[src/rtl/fram_pkg.sv]
// Shared definitions for the two-port FRAM arbiter: widths, port count,
// arbiter FSM encoding and the round-robin pick helper.
package fram_pkg;

  localparam int NUM_PORTS = 2;
  localparam int ADDR_W    = 16;
  localparam int DATA_W    = 32;

  typedef enum logic [1:0] {
    IDLE  = 2'd0,
    ISSUE = 2'd1,
    WAIT  = 2'd2,
    RESP  = 2'd3
  } arb_state_t;

  // Lone pending port wins; on contention the port holding priority wins.
  function automatic logic rr_pick(input logic [NUM_PORTS-1:0] pend, input logic prio);
    logic win;
    if (pend[0] && pend[1]) begin
      win = prio;
    end else begin
      win = pend[1];
    end
    return win;
  endfunction

endpackage

[src/rtl/fram_arbiter_if.sv]
// Requester and FRAM-controller signal bundle of the arbiter.
// Handshake: a one-cycle we/re strobe is a request; done is a one-cycle
// completion pulse; busy marks a pending or active transaction.
interface fram_arbiter_if;
  import fram_pkg::*;

  logic [ADDR_W-1:0] m0_addr;
  logic [DATA_W-1:0] m0_wdata;
  logic              m0_we;
  logic              m0_re;
  logic [DATA_W-1:0] m0_rdata;
  logic              m0_done;
  logic              m0_busy;
  logic              m0_err;

  logic [ADDR_W-1:0] m1_addr;
  logic [DATA_W-1:0] m1_wdata;
  logic              m1_we;
  logic              m1_re;
  logic [DATA_W-1:0] m1_rdata;
  logic              m1_done;
  logic              m1_busy;
  logic              m1_err;

  logic [ADDR_W-1:0] fram_address;
  logic [DATA_W-1:0] fram_write_data;
  logic              fram_we;
  logic              fram_re;
  logic [DATA_W-1:0] fram_read_data;
  logic              fram_done;

  modport slave (
    input  m0_addr, m0_wdata, m0_we, m0_re,
    output m0_rdata, m0_done, m0_busy, m0_err,
    input  m1_addr, m1_wdata, m1_we, m1_re,
    output m1_rdata, m1_done, m1_busy, m1_err,
    output fram_address, fram_write_data, fram_we, fram_re,
    input  fram_read_data, fram_done
  );

  modport master (
    output m0_addr, m0_wdata, m0_we, m0_re,
    input  m0_rdata, m0_done, m0_busy, m0_err,
    output m1_addr, m1_wdata, m1_we, m1_re,
    input  m1_rdata, m1_done, m1_busy, m1_err,
    input  fram_address, fram_write_data, fram_we, fram_re,
    output fram_read_data, fram_done
  );

endinterface

[src/rtl/fram_port_latch.sv]
// Per-port holding register: captures one request, reports busy, and
// flags strobes that arrive while a transaction is still outstanding.
module fram_port_latch
  import fram_pkg::*;
(
  input  logic              clk,
  input  logic              rst_n,
  input  logic [ADDR_W-1:0] addr,
  input  logic [DATA_W-1:0] wdata,
  input  logic              we,
  input  logic              re,
  input  logic              retire,
  output logic              pending,
  output logic              busy,
  output logic              is_write,
  output logic              err,
  output logic [ADDR_W-1:0] hold_addr,
  output logic [DATA_W-1:0] hold_wdata
);

  logic strobe;
  logic accept;

  assign strobe = we | re;
  // The retiring cycle already counts as free so back-to-back requests chain.
  assign busy   = pending & ~retire;
  assign accept = strobe & ~busy;

  always_ff @(posedge clk or negedge rst_n) begin
    if (!rst_n) begin
      pending    <= 1'b0;
      is_write   <= 1'b0;
      err        <= 1'b0;
      hold_addr  <= '0;
      hold_wdata <= '0;
    end else begin
      err <= strobe & busy;
      if (accept) begin
        pending    <= 1'b1;
        is_write   <= we;
        hold_addr  <= addr;
        hold_wdata <= wdata;
      end else if (retire) begin
        pending <= 1'b0;
      end
    end
  end

endmodule

[src/rtl/fram_arbiter.sv]
// Two-requester round-robin arbiter in front of a single FRAM SPI
// controller; one transaction in flight at a time.
module fram_arbiter
  import fram_pkg::*;
(
  input  logic          clk,
  input  logic          rst_n,
  fram_arbiter_if.slave bus,
  output arb_state_t    dbg_state
);

  arb_state_t state, state_n;
  logic       grant, grant_n;
  logic       prio, prio_n;
  logic       pick;

  logic [NUM_PORTS-1:0] pending;
  logic [NUM_PORTS-1:0] busy;
  logic [NUM_PORTS-1:0] is_write;
  logic [NUM_PORTS-1:0] err;
  logic [NUM_PORTS-1:0] retire;
  logic [NUM_PORTS-1:0] in_we;
  logic [NUM_PORTS-1:0] in_re;
  logic [ADDR_W-1:0]    in_addr    [NUM_PORTS];
  logic [DATA_W-1:0]    in_wdata   [NUM_PORTS];
  logic [ADDR_W-1:0]    hold_addr  [NUM_PORTS];
  logic [DATA_W-1:0]    hold_wdata [NUM_PORTS];
  logic [DATA_W-1:0]    rdata_q    [NUM_PORTS];

  assign in_addr[0]  = bus.m0_addr;
  assign in_addr[1]  = bus.m1_addr;
  assign in_wdata[0] = bus.m0_wdata;
  assign in_wdata[1] = bus.m1_wdata;
  assign in_we       = {bus.m1_we, bus.m0_we};
  assign in_re       = {bus.m1_re, bus.m0_re};

  for (genvar p = 0; p < NUM_PORTS; p++) begin : g_port
    assign retire[p] = (state == RESP) && (grant == 1'(p));

    fram_port_latch u_latch (
      .clk        (clk),
      .rst_n      (rst_n),
      .addr       (in_addr[p]),
      .wdata      (in_wdata[p]),
      .we         (in_we[p]),
      .re         (in_re[p]),
      .retire     (retire[p]),
      .pending    (pending[p]),
      .busy       (busy[p]),
      .is_write   (is_write[p]),
      .err        (err[p]),
      .hold_addr  (hold_addr[p]),
      .hold_wdata (hold_wdata[p])
    );
  end

  assign pick = rr_pick(pending, prio);

  always_comb begin
    state_n = state;
    grant_n = grant;
    prio_n  = prio;
    case (state)
      IDLE: begin
        if (|pending) begin
          grant_n = pick;
          prio_n  = ~pick;
          state_n = ISSUE;
        end
      end
      ISSUE:   state_n = WAIT;
      WAIT:    if (bus.fram_done) state_n = RESP;
      RESP:    state_n = IDLE;
      default: state_n = IDLE;
    endcase
  end

  always_ff @(posedge clk or negedge rst_n) begin
    if (!rst_n) begin
      state      <= IDLE;
      grant      <= 1'b0;
      prio       <= 1'b0;
      rdata_q[0] <= '0;
      rdata_q[1] <= '0;
    end else begin
      state <= state_n;
      grant <= grant_n;
      prio  <= prio_n;
      // Write completions leave the port's last read result untouched.
      if ((state == WAIT) && bus.fram_done && !is_write[grant]) begin
        rdata_q[grant] <= bus.fram_read_data;
      end
    end
  end

  // Address and data stay on the bus from ISSUE until fram_done is taken.
  assign bus.fram_address    = ((state == ISSUE) || (state == WAIT)) ? hold_addr[grant]  : '0;
  assign bus.fram_write_data = ((state == ISSUE) || (state == WAIT)) ? hold_wdata[grant] : '0;
  assign bus.fram_we         = (state == ISSUE) &&  is_write[grant];
  assign bus.fram_re         = (state == ISSUE) && !is_write[grant];

  assign bus.m0_rdata = rdata_q[0];
  assign bus.m1_rdata = rdata_q[1];
  assign bus.m0_done  = retire[0];
  assign bus.m1_done  = retire[1];
  assign bus.m0_busy  = busy[0];
  assign bus.m1_busy  = busy[1];
  assign bus.m0_err   = err[0];
  assign bus.m1_err   = err[1];

  assign dbg_state = state;

endmodule

[src/flat_wrapper.sv]
// flat-port wrapper written by rule: the top's interface ports become plain ports
module fram_arbiter_flat import fram_pkg::*;
  (clk, rst_n, dbg_state, bus_m0_addr, bus_m0_wdata, bus_m0_we, bus_m0_re, bus_m0_rdata, bus_m0_done, bus_m0_busy, bus_m0_err, bus_m1_addr, bus_m1_wdata, bus_m1_we, bus_m1_re, bus_m1_rdata, bus_m1_done, bus_m1_busy, bus_m1_err, bus_fram_address, bus_fram_write_data, bus_fram_we, bus_fram_re, bus_fram_read_data, bus_fram_done);
  fram_arbiter_if bus_i ();
  input  logic clk;
  input  logic rst_n;
  output arb_state_t dbg_state;
  input wire logic [$bits(bus_i.m0_addr)-1:0] bus_m0_addr;
  input wire logic [$bits(bus_i.m0_wdata)-1:0] bus_m0_wdata;
  input wire logic [$bits(bus_i.m0_we)-1:0] bus_m0_we;
  input wire logic [$bits(bus_i.m0_re)-1:0] bus_m0_re;
  output wire logic [$bits(bus_i.m0_rdata)-1:0] bus_m0_rdata;
  output wire logic [$bits(bus_i.m0_done)-1:0] bus_m0_done;
  output wire logic [$bits(bus_i.m0_busy)-1:0] bus_m0_busy;
  output wire logic [$bits(bus_i.m0_err)-1:0] bus_m0_err;
  input wire logic [$bits(bus_i.m1_addr)-1:0] bus_m1_addr;
  input wire logic [$bits(bus_i.m1_wdata)-1:0] bus_m1_wdata;
  input wire logic [$bits(bus_i.m1_we)-1:0] bus_m1_we;
  input wire logic [$bits(bus_i.m1_re)-1:0] bus_m1_re;
  output wire logic [$bits(bus_i.m1_rdata)-1:0] bus_m1_rdata;
  output wire logic [$bits(bus_i.m1_done)-1:0] bus_m1_done;
  output wire logic [$bits(bus_i.m1_busy)-1:0] bus_m1_busy;
  output wire logic [$bits(bus_i.m1_err)-1:0] bus_m1_err;
  output wire logic [$bits(bus_i.fram_address)-1:0] bus_fram_address;
  output wire logic [$bits(bus_i.fram_write_data)-1:0] bus_fram_write_data;
  output wire logic [$bits(bus_i.fram_we)-1:0] bus_fram_we;
  output wire logic [$bits(bus_i.fram_re)-1:0] bus_fram_re;
  input wire logic [$bits(bus_i.fram_read_data)-1:0] bus_fram_read_data;
  input wire logic [$bits(bus_i.fram_done)-1:0] bus_fram_done;
  assign bus_i.m0_addr = bus_m0_addr;
  assign bus_i.m0_wdata = bus_m0_wdata;
  assign bus_i.m0_we = bus_m0_we;
  assign bus_i.m0_re = bus_m0_re;
  assign bus_m0_rdata = bus_i.m0_rdata;
  assign bus_m0_done = bus_i.m0_done;
  assign bus_m0_busy = bus_i.m0_busy;
  assign bus_m0_err = bus_i.m0_err;
  assign bus_i.m1_addr = bus_m1_addr;
  assign bus_i.m1_wdata = bus_m1_wdata;
  assign bus_i.m1_we = bus_m1_we;
  assign bus_i.m1_re = bus_m1_re;
  assign bus_m1_rdata = bus_i.m1_rdata;
  assign bus_m1_done = bus_i.m1_done;
  assign bus_m1_busy = bus_i.m1_busy;
  assign bus_m1_err = bus_i.m1_err;
  assign bus_fram_address = bus_i.fram_address;
  assign bus_fram_write_data = bus_i.fram_write_data;
  assign bus_fram_we = bus_i.fram_we;
  assign bus_fram_re = bus_i.fram_re;
  assign bus_i.fram_read_data = bus_fram_read_data;
  assign bus_i.fram_done = bus_fram_done;
  fram_arbiter u_core (.clk(clk), .rst_n(rst_n), .bus(bus_i), .dbg_state(dbg_state));
endmodule
[config.mk]
export PLATFORM = sky130hd
export DESIGN_NAME = fram_arbiter_flat
export DESIGN_NICKNAME = d
export VERILOG_FILES = /design/src/rtl/fram_pkg.sv /design/src/rtl/fram_arbiter_if.sv /design/src/rtl/fram_port_latch.sv /design/src/rtl/fram_arbiter.sv /design/src/flat_wrapper.sv
export SDC_FILE = /design/constraint.sdc
export NUM_CORES = 1
export LEC_CHECK = 0
export ABC_CLOCK_PERIOD_IN_PS = 5700
export CORE_ASPECT_RATIO = 0.6
export CORE_UTILIZATION = 48
export CTS_CLUSTER_DIAMETER = 40
export DETAILED_ROUTE_END_ITERATION = 16
export PLACE_DENSITY = 0.85
export SYNTH_ARGS = -nofsm -noshare
export SYNTH_HDL_FRONTEND = slang
export SYNTH_SLANG_ARGS = --single-unit
[constraint.sdc]
create_clock -name clk -period 5.7 [get_ports clk]
set_input_delay 1.71 -clock clk [delete_from_list [all_inputs] [get_ports clk]]
set_output_delay 1.71 -clock clk [all_outputs]
set_load 0.02 [all_outputs]
Yosys cells after proc, flatten, opt, wreduce, memory -nomap -nowiden
Cells that the tools add are included.

storage, ports and cells
  memory bits (read-only) = 0
  memories kept = 0
  input port bits = 135
  bits in writable memories = 0
  register bits = 170
  latch bits = 0
  word-level logic and storage cells = 75

cells by class
  equality and inequality tests = 5
  add/subtract/negate cells = 0
  reductions and logical operators = 16
  $mul = 0
  shift-type cells = 0
  $lt $le $gt $ge = 3
  divide/modulo/power cells = 0
  muxes and demuxes = 21
  bitwise gates (word level) = 15

operator list
  cell                number
  $mux 32             5
  $bwmux 64           1
  $mux 16             4
  $demux 32 s1        1
  $logic_and 1x1->1   8
  $pmux 2 s4          1
  $mux 1              7
  $and 1x1->1         6
  $not 1->1           6
  $eq 2x2->1 const B  2
  $mux 2              2
  $reduce_and 2->1    2
  $reduce_bool 2->1   2
  $eq 2x1->1 const B  1
  $ge 2x2->1 const B  1
  $logic_not 2->1     1
  $lt 1x2->1 const B  1
  $lt 2x1->1 const B  1
  $ne 2x1->1 const B  1
  $ne 2x2->1 const B  1
  $not 1->2           1
  $or 1x1->1          2
  $reduce_or 2->1     1
  $logic_not 1->1     1
  $logic_or 1x1->1    1

Longest topological paths before layout
Gate-level depths: netlist (run 1).

  depth after elaboration = 7
  gate-level depth with buffers = 8
  depth with buffers taken out = 6

Cells and area by module
A second synthesis (run 1) with hierarchy kept.

unflattened totals
  cell total of the unflattened synthesis = 494
  area total of the unflattened synthesis = 7566.0 sq um

by module, submodules not included
  module           times used  cells an instance  seq. area each (sq um)  area an instance (sq um)
  fram_port_latch  2           112                1276.2                  2029.4
  fram_arbiter     1           270                1701.6                  3507.1

Worst setup path after synthesis (run 1)
Ideal clock, no wire load.

  path type = register -> output
  start point = register u_core.state[0], in the netlist u_core.dbg_state[0]
  end point = output bus_fram_address[10]
  path buffers = 2
  slack = 2.275 ns
  data arrival time = 1.715 ns
  stages on the path, launching flop included = 6
  cells stage by stage = dfrtp_1 -> inv_1 -> ha_1 -> clkbuf_1 -> clkbuf_1 -> nor2b_1

between the ends
  cells in the longest elaborated chain, start to end = 3
  elaborated cells on any way between the ends = 4
  those cells by class = 2 x eq/ne; 1 x mux; 1 x reduce/logical

RTL lines
  element                                          line                text
  start, declared                                  fram_arbiter.sv:12  arb_state_t state, state_n;
  start signal, assigned                           fram_arbiter.sv:86  state <= state_n;
  $eq 2x1->1 / $eq 2x2->1 (equally long branches)  fram_arbiter.sv:97  assign bus.fram_address = ((state == ISSUE) || (state == WAIT)) ? hold_addr[grant] : '0;
  $logic_or 1x1->1 *                               fram_arbiter.sv:97
  $mux 16 *                                        fram_arbiter.sv:97
  end, declared                                    flat_wrapper.sv:24  output wire logic [$bits(bus_i.fram_address)-1:0] bus_fram_address;

Mark *: on every way between the ends. The rest lies on a longest branch, timed or not.

Final worst setup path (run 1)
  start point = register u_core.state[0], in the netlist u_core.dbg_state[0]
  end point = output bus_fram_write_data[4]

between the ends
  cells in the longest elaborated chain, start to end = 3
  elaborated cells on any way between the ends = 4
  those cells by class = 2 x eq/ne; 1 x mux; 1 x reduce/logical

RTL lines
  element                                          line                text
  $eq 2x1->1 / $eq 2x2->1 (equally long branches)  fram_arbiter.sv:98  assign bus.fram_write_data = ((state == ISSUE) || (state == WAIT)) ? hold_wdata[grant] : '0;
  $logic_or 1x1->1 *                               fram_arbiter.sv:98
  $mux 32 *                                        fram_arbiter.sv:98
  end, declared                                    flat_wrapper.sv:25  output wire logic [$bits(bus_i.fram_write_data)-1:0] bus_fram_write_data;

Marks and branches as above.

==> reports/metrics.cfg, run 1 <==
[status]
run_status=finished, final reports clean

[floorplan]
fp.dieH_um=97.6
num_rows=34
die_area_um2=15700
die_width_um=161
io_pins=257
start_util_pct=49.8
fp.coreArea_um2=14700

[clock_tree]
clkSlewWorstSetupHoldPaths_ns=0.06
cts_tree=done
clkLatencyLatePin_ns=0.41
clock-root-buffer=clkbuf_16
postCtsSetupBuffers=0
cts_hold_buf=0
cts_buffers=17
cts_num_sinks=170
htree_levels=4
post_cts_resized=0
cts_buffer_depth=2

[final_layout]
layout_common_cells=clkdlybuf4s50_1, dfrtp_1, mux2_2
register_area_um2=4260
fillers=982
synthToLayoutAreaGrowth_pct=44.8
fin_nets=890
drive_gt1_share_pct=25.9
stdcell_count=960
multiInputGateArea_um2=2890
layout_commonest_cell=clkdlybuf4s50_1
antenna_cells=0

[yosys]
synth_cell_types=28
synthCells=495
yosysWarnings=0
syn_area_per_cell_um2=14.8
seq_area_frac_synth_pct=58.2
synth-seq-cells=170
syn_area_um2=7310
synth_nets=635

[sta]
max_freq_mhz=215
setup_viol=0
slew_headroom_pct=30.6
rsz0062_at_grt=false
layout_setup_ws_ns=1.05
period_share_pct=81.7
clock_skew_ns=0.0109
fin_setup_tns_ns=0
worst_pin_slew_ns=1.04
hold_viol_final=0
fin_crit_ns=4.65
fin_hold_ws_ns=0.488
drv_slew=0

[worst_setup_path]
reg2reg_slack_ns=2.67
critPathRequiredTime_ns=3.99
criticalPathCategory=reg2out
cp-end-kind=output port
cp.buffers_inverters=3
worst_path_dominant_cell_family=buffers and inverters
cp_num_cells=5
r2r_end=u_core.g_port[0].u_latch.hold_addr[5]$_DFFE_PN0P_
cpPeakStageDelay_ns=0.80
startpoint=u_core.dbg_state[0]$_DFFE_PN0P_
startpoint_type=register
path_cells=inv_1 -> ha_1 -> buf_4 -> nor2b_1 -> clkdlybuf4s50_1
crit_end=bus_fram_write_data[4]
reg2regPathDepth=4
crit_fanout=27
cp_slowest_cell=ha_1
reg2reg_from=u_core.grant$_DFFE_PN0P_
cp_data_arrival_time_ns=2.94

[grt]
antenna_found_initial=0
grt_overflow=0
grt_first_pass_wirelength_mm=28.8
grt_max_degree=86
grt_util_all_layers_pct=23.9
grt_pass1_vias=5296

[detailed_routing]
met3_length_mm=1.04
drc=0
ant_nets=0
routed_wl_mm=18.2
wl_per_cell_um=19.0
top_layer_used=met4
vias_per_cell=5.12
first_pass_iters=4
drt_iter0_drc=232
routed-wl-met2_mm=8.61
vias=4916
drt-met1-wl_mm=8.36

[power]
clkPwrFrac_pct=15.5
cellLeakagePower_uw=0.00454
power_density_nw_per_um2=647
p_int_uw=4310
p_comb_share_pct=51.8
ir_drop_mv=0.380
pwr-share-seq_pct=32.7
power.switching_uw=2530
sw_frac_of_total_pct=37.0

[flow_run]
cap_violations=0

[placement]
port_buffers=256
dp.final_hpwl_mm=13.1
dp_cells=929
place_congestion=0.861
dpl_worst_slack_ns=1.54

[min_path]
hold_class=reg2reg

## state kept, by name (all words and copies together), names as in the netlist, 2 cells and up
register / count
u_core.g_port.u_latch.err: 2
u_core.g_port.u_latch.hold_wdata: 64
u_core.bus.m1_rdata: 32
u_core.dbg_state: 2
u_core.bus.m0_rdata: 32
u_core.g_port.u_latch.pending: 2
u_core.g_port.u_latch.hold_addr: 32
u_core.g_port.u_latch.is_write: 2
## power by group through the flow
stage	sequential, uW	combinational [uW]	clock, uW
global placement	2200	3480	0
floorplan	2370	1860	0
finish	2240	3550	1060
detailed placement	2250	3560	0
CTS	2240	3580	1080
global route	2310	3740	1140
## worst min path at each step
stage	startpoint	end	slack [ns]	cells after the start
2_1_floorplan	u_core.g_port[0].u_latch.hold_addr[10]$_DFFE_PN0P_	u_core.g_port[0].u_latch.hold_addr[10]$_DFFE_PN0P_	0.46	1
3_3_place_gp	u_core.g_port[0].u_latch.hold_addr[12]$_DFFE_PN0P_	u_core.g_port[0].u_latch.hold_addr[12]$_DFFE_PN0P_	0.47	1
3_5_place_dp	u_core.g_port[0].u_latch.hold_addr[8]$_DFFE_PN0P_	u_core.g_port[0].u_latch.hold_addr[8]$_DFFE_PN0P_	0.47	1
4_1_cts	u_core.g_port[0].u_latch.hold_addr[8]$_DFFE_PN0P_	u_core.g_port[0].u_latch.hold_addr[8]$_DFFE_PN0P_	0.49	1
5_1_grt	u_core.g_port[0].u_latch.hold_addr[6]$_DFFE_PN0P_	u_core.g_port[0].u_latch.hold_addr[6]$_DFFE_PN0P_	0.51	1
6_report	u_core.g_port[0].u_latch.hold_addr[8]$_DFFE_PN0P_	u_core.g_port[0].u_latch.hold_addr[8]$_DFFE_PN0P_	0.49	1
## metal layers
layer / vias to the layer above / track usage [%]
met5: - / 0
met4: 0 / 6.89
met3: 22 / 5.68
met2: 166 / 38.4
met1: 2478 / 32.5
li1: 2250 / -
## Yosys cell counts
cell type | count | area (um2)
a21oi_1 | 3 | 15.0
a21oi_2 | 1 | 8.76
a31oi_1 | 2 | 12.5
and2_1 | 1 | 6.26
and2_4 | 1 | 8.76
buf_2 | 17 | 85.1
buf_4 | 3 | 22.5
buf_6 | 2 | 22.5
clkbuf_1 | 5 | 18.8
dfrtp_1 | 170 | 4250
ha_1 | 5 | 62.6
inv_1 | 7 | 26.3
inv_2 | 1 | 3.75
mux2_1 | 9 | 101
mux2_2 | 143 | 1610
mux2_4 | 9 | 135
mux2i_1 | 49 | 490
nand2_1 | 5 | 18.8
nand2b_1 | 1 | 6.26
nand2b_4 | 1 | 13.8
nand4_1 | 1 | 6.26
nor2_1 | 4 | 15.0
nor2_4 | 1 | 11.3
nor2b_1 | 49 | 307
nor3_2 | 1 | 10.0
nor3b_1 | 1 | 7.51
o2bb2ai_1 | 2 | 17.5
o32a_1 | 1 | 10.0
## layout make-up
type                       instances  area share, %
clock buffer                      18           4.06
tap                              198           2.34
timing repair buffer             263           24.7
inverter                           8          0.284
sequential                       170           40.2
multi-input combinational        290           27.3
clock inverter                    13           1.05
## worst reg2reg max path, cell delays in order (launching register included)
cell and delay (ns):
dfrtp_4 0.81, nand2b_1 0.41, a21oi_4 0.85, buf_4 0.45
mux2_1 0.39
## cells by family (layout without fill, tap and decap cells)
| group | after synthesis | count (layout) | synth area share, % |
|---|---|---|---|
| flip-flops | 170 | 170 | 58.2 |
| buffers and inverters | 35 | 302 | 2.45 |
| AO/OA/AOI/OAI | 9 | 9 | 0.873 |
| AND/OR/NAND/NOR | 66 | 66 | 5.62 |
| multiplexers | 210 | 210 | 32.0 |
| adder cells (fa/ha/maj) | 5 | 5 | 0.856 |
## through the flow
stage                     cell area [um2]  power, uW  util, %
final                               10600       6850     72.1
after global routing                10600       7190     72.1
after CTS                           10600       6910     72.1
after detailed placement            10000       5810     68.4
after global placement              10000       5680     68.4
after floorplan                      7310       4230        -
(Power assumes the default switching activity.)
==> run 2, diff against run 1 <==
- ABC_CLOCK_PERIOD_IN_PS: 5700 -> 4100
- CORE_UTILIZATION: 48 -> 41
- PLACE_DENSITY: 0.85 -> 0.77
- clock period: 5.7 -> 4.1 ns (I/O delays scaled with it)
==> run 2 against run 1 <==
Via count shrank 1.6%. Non-clock buffer count grew 1. Critical path type unchanged. Sequential cell count is the same. Highest routed layer unchanged. Die area grew 17%. Largest power group unchanged. Largest cell class unchanged.
==> reports/metrics.cfg, run 2 (same netlist as run 1, synthesis figures left out) <==
[status]
run_status=finished, final reports clean

[clock_tree]
postCtsSetupBuffers=0  ; unchanged
cts_buffer_depth=2  ; unchanged
clkLatencyLatePin_ns=0.42  ; about the same
htree_levels=4  ; unchanged
cts_buffers=17  ; unchanged
clkSlewWorstSetupHoldPaths_ns=0.06  ; about the same
cts_num_sinks=170  ; unchanged
cts_tree=done
post_cts_resized=0  ; unchanged
cts_hold_buf=0  ; unchanged
clock-root-buffer=clkbuf_16

[sta]
hold_viol_final=0  ; unchanged
rsz0062_at_grt=false
setup_viol=0  ; unchanged
period_share_pct=93.5
drv_slew=0  ; unchanged
worst_pin_slew_ns=0.833  ; -0.206 ns
clock_skew_ns=0.0111  ; +0.000218 ns
fin_crit_ns=3.83
slew_headroom_pct=44.4  ; +14 points
fin_setup_tns_ns=0  ; unchanged
max_freq_mhz=261

[final_layout]
multiInputGateArea_um2=2890  ; unchanged
fillers=1337  ; +36%
antenna_cells=0  ; unchanged
layout_commonest_cell=clkdlybuf4s50_1
largest_register_ffs=64  ; unchanged
drive_gt1_share_pct=26.1  ; +0.23 points
post-route-util_pct=62.2  ; -9.9 points
fin_nets=891  ; +0.11%
register_area_um2=4260  ; unchanged
layout_common_cells=clkdlybuf4s50_1, dfrtp_1, mux2_2
synthToLayoutAreaGrowth_pct=47.0
top_register=u_core.g_port.u_latch.hold_wdata

[power]
cellLeakagePower_uw=0.00461  ; +1.4%
power_density_nw_per_um2=905  ; +40%
ir_drop_mv=0.481  ; +27%

[grt]
grt_pass1_vias=5290  ; -0.11%
antenna_found_initial=0  ; unchanged
grt_first_pass_wirelength_mm=28.9  ; +0.53%
grt_util_all_layers_pct=20.4  ; -3.6 points
grt_overflow=0  ; unchanged
grt_max_degree=97  ; +13%

[detailed_routing]
first_pass_iters=4  ; unchanged
drt_iter0_drc=172  ; -26%
routed_wl_mm=18.1  ; -0.64%
drc=0  ; unchanged
ant_nets=0  ; unchanged
vias=4835  ; -1.6%
wl_per_cell_um=18.2  ; -4.3%
vias_per_cell=4.85  ; -5.3%

[worst_setup_path]
startpoint_type=register
reg2reg_from=u_core.grant$_DFFE_PN0P_
criticalPathCategory=reg2out
reg2regPathDepth=4  ; unchanged
cp_data_arrival_time_ns=2.60  ; -0.34 ns
cp-end-kind=output port
path_cells=buf_4 -> mux2i_1 -> nor2b_1 -> clkdlybuf4s50_1
worst_path_dominant_cell_family=flip-flops
startpoint=u_core.grant$_DFFE_PN0P_
critPathRequiredTime_ns=2.87  ; -1.12 ns
crit_fanout=46  ; +70%
cp_slowest_cell=dfrtp_4
cpPeakStageDelay_ns=0.96  ; +0.16 ns
reg2reg_slack_ns=1.57  ; -1.10 ns
r2r_end=u_core.g_port[0].u_latch.hold_wdata[24]$_DFFE_PN0P_
cp.buffers_inverters=2  ; -1
crit_end=bus_fram_write_data[28]
cp_num_cells=4  ; -1

[placement]
dp.final_hpwl_mm=12.9  ; -1.7%
place_congestion=0.834  ; -3.1%
port_buffers=256  ; unchanged

[flow_run]
cap_violations=0  ; unchanged

[floorplan]
die_area_um2=18400  ; +17%
io_pins=257  ; unchanged
start_util_pct=42.3  ; -7.5 points
fp.dieH_um=105  ; +8.0%
fp.coreArea_um2=17300  ; +18%
num_rows=37  ; +8.8%
die_width_um=174  ; +8.1%

[min_path]
hold_class=reg2reg

-- run 2: cell type report --
type	instances	share of cell area, %
flip-flops and latches	170	39.6
multi-input cells	290	26.9
repair buffers	264	24.7
clock buffers	20	4.34
well taps	234	2.73
clock inverters	11	1.47
inverters	8	0.280
-- run 2: through the flow --
stage / power (uW) / instances / hold WS [ns] / cell area, um2 / setup slack (ns)
floorplan: 5880 / 495 / 0.457 / 7310 / 1.16
global placement: 7930 / 966 / 0.468 / 10100 / 0.692
detailed placement: 8080 / 966 / 0.478 / 10100 / 0.675
CTS: 9830 / 997 / 0.490 / 10700 / 0.212
global route: 10200 / 997 / 0.513 / 10700 / 0.134
finish: 9720 / 997 / 0.486 / 10700 / 0.268
-- run 2: worst min path at each step --
stage                                                             from                                                  to  slack, ns  depth (start not counted)
floorplan           u_core.g_port[0].u_latch.hold_addr[10]$_DFFE_PN0P_  u_core.g_port[0].u_latch.hold_addr[10]$_DFFE_PN0P_       0.46                          1
global placement    u_core.g_port[0].u_latch.hold_addr[13]$_DFFE_PN0P_  u_core.g_port[0].u_latch.hold_addr[13]$_DFFE_PN0P_       0.47                          1
detailed placement  u_core.g_port[0].u_latch.hold_addr[13]$_DFFE_PN0P_  u_core.g_port[0].u_latch.hold_addr[13]$_DFFE_PN0P_       0.48                          1
CTS                 u_core.g_port[0].u_latch.hold_addr[12]$_DFFE_PN0P_  u_core.g_port[0].u_latch.hold_addr[12]$_DFFE_PN0P_       0.49                          1
global route         u_core.g_port[0].u_latch.hold_addr[5]$_DFFE_PN0P_   u_core.g_port[0].u_latch.hold_addr[5]$_DFFE_PN0P_       0.51                          1
finish              u_core.g_port[0].u_latch.hold_addr[12]$_DFFE_PN0P_  u_core.g_port[0].u_latch.hold_addr[12]$_DFFE_PN0P_       0.49                          1
-- run 2: routing by layer --
metal	part of all wire [%]	global-route usage, %	vias up
met2	46	31.9	157
met1	45	26.7	2438
met4	0.84	5.39	0
met5	0	0	-
met3	8.3	7.43	14
li1	-	-	2226
-- run 2: report_power, final --
part | switching, uW | internal, uW
logic | 2250 | 2690
registers | 558 | 2530
clock network | 684 | 1020
==> run 3, diff against run 2 <==
--- a/config.mk
+++ b/config.mk
@@ -12,3 +12,5 @@
 export DETAILED_ROUTE_END_ITERATION = 16
+export GPL_ROUTABILITY_DRIVEN = 0
 export PLACE_DENSITY = 0.77
+export SKIP_CTS_REPAIR_TIMING = 1
 export SYNTH_ARGS = -nofsm -noshare
==> constraint.sdc (replaced) <==
create_clock -name clk -period 4.1 [get_ports clk]
set_input_delay 1.025 -clock clk [delete_from_list [all_inputs] [get_ports clk]]
set_output_delay 1.025 -clock clk [all_outputs]
set_load 0.02 [all_outputs]
==> run 3 against run 2 <==
Clock power fell by 11%. Clock skew rose by 0.0027 ns. Utilization fell by 0.46 points. Non-clock buffer count rose by 1. Critical endpoint is now bus_fram_write_data[22]. Global-route usage fell by 0.36 points. Critical path type unchanged.
==> reports/metrics.cfg, run 3 (same netlist as run 1, synthesis figures left out) <==
[final_layout]
drive_gt1_share_pct=26.2  ; +0.097 points
synthToLayoutAreaGrowth_pct=45.9
antenna_cells=0  ; unchanged
layout_commonest_cell=clkdlybuf4s50_1
fin_nets=892  ; +0.11%
stdcell_count=998  ; +0.10%
fillers=1284  ; -4.0%
multiInputGateArea_um2=2890  ; unchanged
largest_register_ffs=64  ; unchanged
layout_common_cells=clkdlybuf4s50_1, dfrtp_1, mux2_2
register_area_um2=4260  ; unchanged
top_register=u_core.g_port.u_latch.hold_wdata

[clock_tree]
cts_buffers=17  ; unchanged
clkLatencyLatePin_ns=0.41  ; about the same
cts_tree=done
clkSlewWorstSetupHoldPaths_ns=0.07  ; about the same
cts_num_sinks=170  ; unchanged
cts_buffer_depth=2  ; unchanged
clock-root-buffer=clkbuf_16
htree_levels=4  ; unchanged

[status]
run_status=finished, final reports clean

[grt]
grt_util_all_layers_pct=20.0  ; -0.36 points
grt_max_degree=97  ; unchanged
grt_overflow=0  ; unchanged
grt_pass1_vias=5322  ; +0.60%
antenna_found_initial=0  ; unchanged
grt_first_pass_wirelength_mm=28.6  ; -1.1%

[sta]
fin_crit_ns=3.68  ; -0.156 ns
worst_pin_slew_ns=1.00  ; +0.170 ns
layout_setup_ws_ns=0.423  ; +0.156 ns
hold_viol_final=0  ; unchanged
setup_viol=0  ; unchanged
period_share_pct=89.7  ; -3.8 points
clock_skew_ns=0.0139  ; +0.00272 ns
slew_headroom_pct=33.1  ; -11 points
fin_setup_tns_ns=0  ; unchanged
rsz0062_at_grt=false
max_freq_mhz=272  ; +4.2%
drv_slew=0  ; unchanged

[power]
cellLeakagePower_uw=0.00457  ; -0.79%
power_density_nw_per_um2=894  ; -1.2%
ir_drop_mv=0.550  ; +14%
total_power_uw=9530  ; -1.9%

[detailed_routing]
wl_per_cell_um=18.1  ; -0.40%
ant_nets=0  ; unchanged
vias=4828  ; -0.14%
routed_wl_mm=18.1  ; -0.30%
first_pass_iters=4  ; unchanged
drc=0  ; unchanged
vias_per_cell=4.84  ; -0.24%
drt_iter0_drc=141  ; -18%

[worst_setup_path]
cp_slowest_cell=dfrtp_4
cp-end-kind=output port
path_cells=mux2i_1 -> nor2b_1 -> clkdlybuf4s50_1
crit_fanout=54  ; +17%
critPathRequiredTime_ns=3.07  ; +0.20 ns
cp_data_arrival_time_ns=2.65  ; +0.05 ns
criticalPathCategory=reg2out
cpPeakStageDelay_ns=1.08  ; +0.12 ns
startpoint_type=register

[floorplan]
io_pins=257  ; unchanged
start_util_pct=42.3  ; unchanged
die_area_um2=18400  ; unchanged
fp.dieH_um=105  ; unchanged
fp.coreArea_um2=17300  ; unchanged
die_width_um=174  ; unchanged
num_rows=37  ; unchanged

[placement]
dpl_worst_slack_ns=0.835  ; +0.160 ns
port_buffers=256  ; unchanged
dp_cells=967  ; +0.10%
dp.final_hpwl_mm=12.9  ; -0.35%

[flow_run]
cap_violations=0  ; unchanged

[min_path]
hold_class=reg2reg

-- run 3: cell count changes in the layout (fill, tap and decap cells not counted), sizes merged --
cell	change
clkinv	+1
bufinv	-3
inv	+3
clkbuf	-2
clkinvlp	+1
buf	+1
-- run 3: worst paths after layout --
| kind | end | slack (ns) | cells after the start | start |
|---|---|---|---|---|
| min in group asynchronous | u_core.bus.m0_rdata[20]$_DFFE_PN0P_ | 0.71 | 1 | rst_n |
| hold / removal | u_core.g_port[0].u_latch.hold_addr[10]$_DFFE_PN0P_ | 0.49 | 1 | u_core.g_port[0].u_latch.hold_addr[10]$_DFFE_PN0P_ |
| max in group asynchronous | u_core.bus.m0_rdata[27]$_DFFE_PN0P_ | 2.53 | 2 | rst_n |
| setup reg to reg | u_core.g_port[1].u_latch.hold_wdata[25]$_DFFE_PN0P_ | 1.52 | 6 | u_core.grant$_DFFE_PN0P_ |
| hold reg to reg | u_core.g_port[0].u_latch.hold_addr[10]$_DFFE_PN0P_ | 0.49 | 1 | u_core.g_port[0].u_latch.hold_addr[10]$_DFFE_PN0P_ |
| setup / recovery | bus_fram_write_data[22] | 0.42 | 3 | u_core.grant$_DFFE_PN0P_ |
-- run 3: stage by stage --
stage	hold slack, ns	utilization [%]	instance area (um2)
floorplan	0.457	-	7310
global placement	0.468	58.6	10100
detailed placement	0.478	58.6	10100
CTS	0.494	61.7	10700
global route	0.515	61.7	10700
finish	0.490	61.7	10700
-- run 3: critical path, delay by kind of cell, from the launching register on --
kind | cells | cell delay, ns
flops | 1 | 1.08
buf+inv | 1 | 0.64
mux | 1 | 0.26
simple gates | 1 | 0.22
-- run 3: where the power goes --
part	switching [uW]	leakage, uW	internal [uW]	total (uW)
registers	575	0.00202	2530	3100
logic	2240	0.00229	2680	4920
clock network	703	0.000260	807	1510
-- run 3: final cells by class --
class,instances,share of cell area (%)
sequential,170,39.9
tap,234,2.75
multi-input combinational,290,27.1
timing repair buffer,265,24.8
clock buffer,18,4.12
inverter,8,0.282
clock inverter,13,1.03
-- run 3: layer usage --
layer | part of all wire [%] | global-route usage (%) | wire length (um) | vias up
met5 | 0 | 0 | 0 | -
met4 | 0.68 | 4.07 | 123 | 0
met3 | 7.6 | 6.53 | 1380 | 12
met2 | 45 | 31.5 | 8130 | 160
met1 | 47 | 27.0 | 8420 | 2429
li1 | - | - | - | 2227
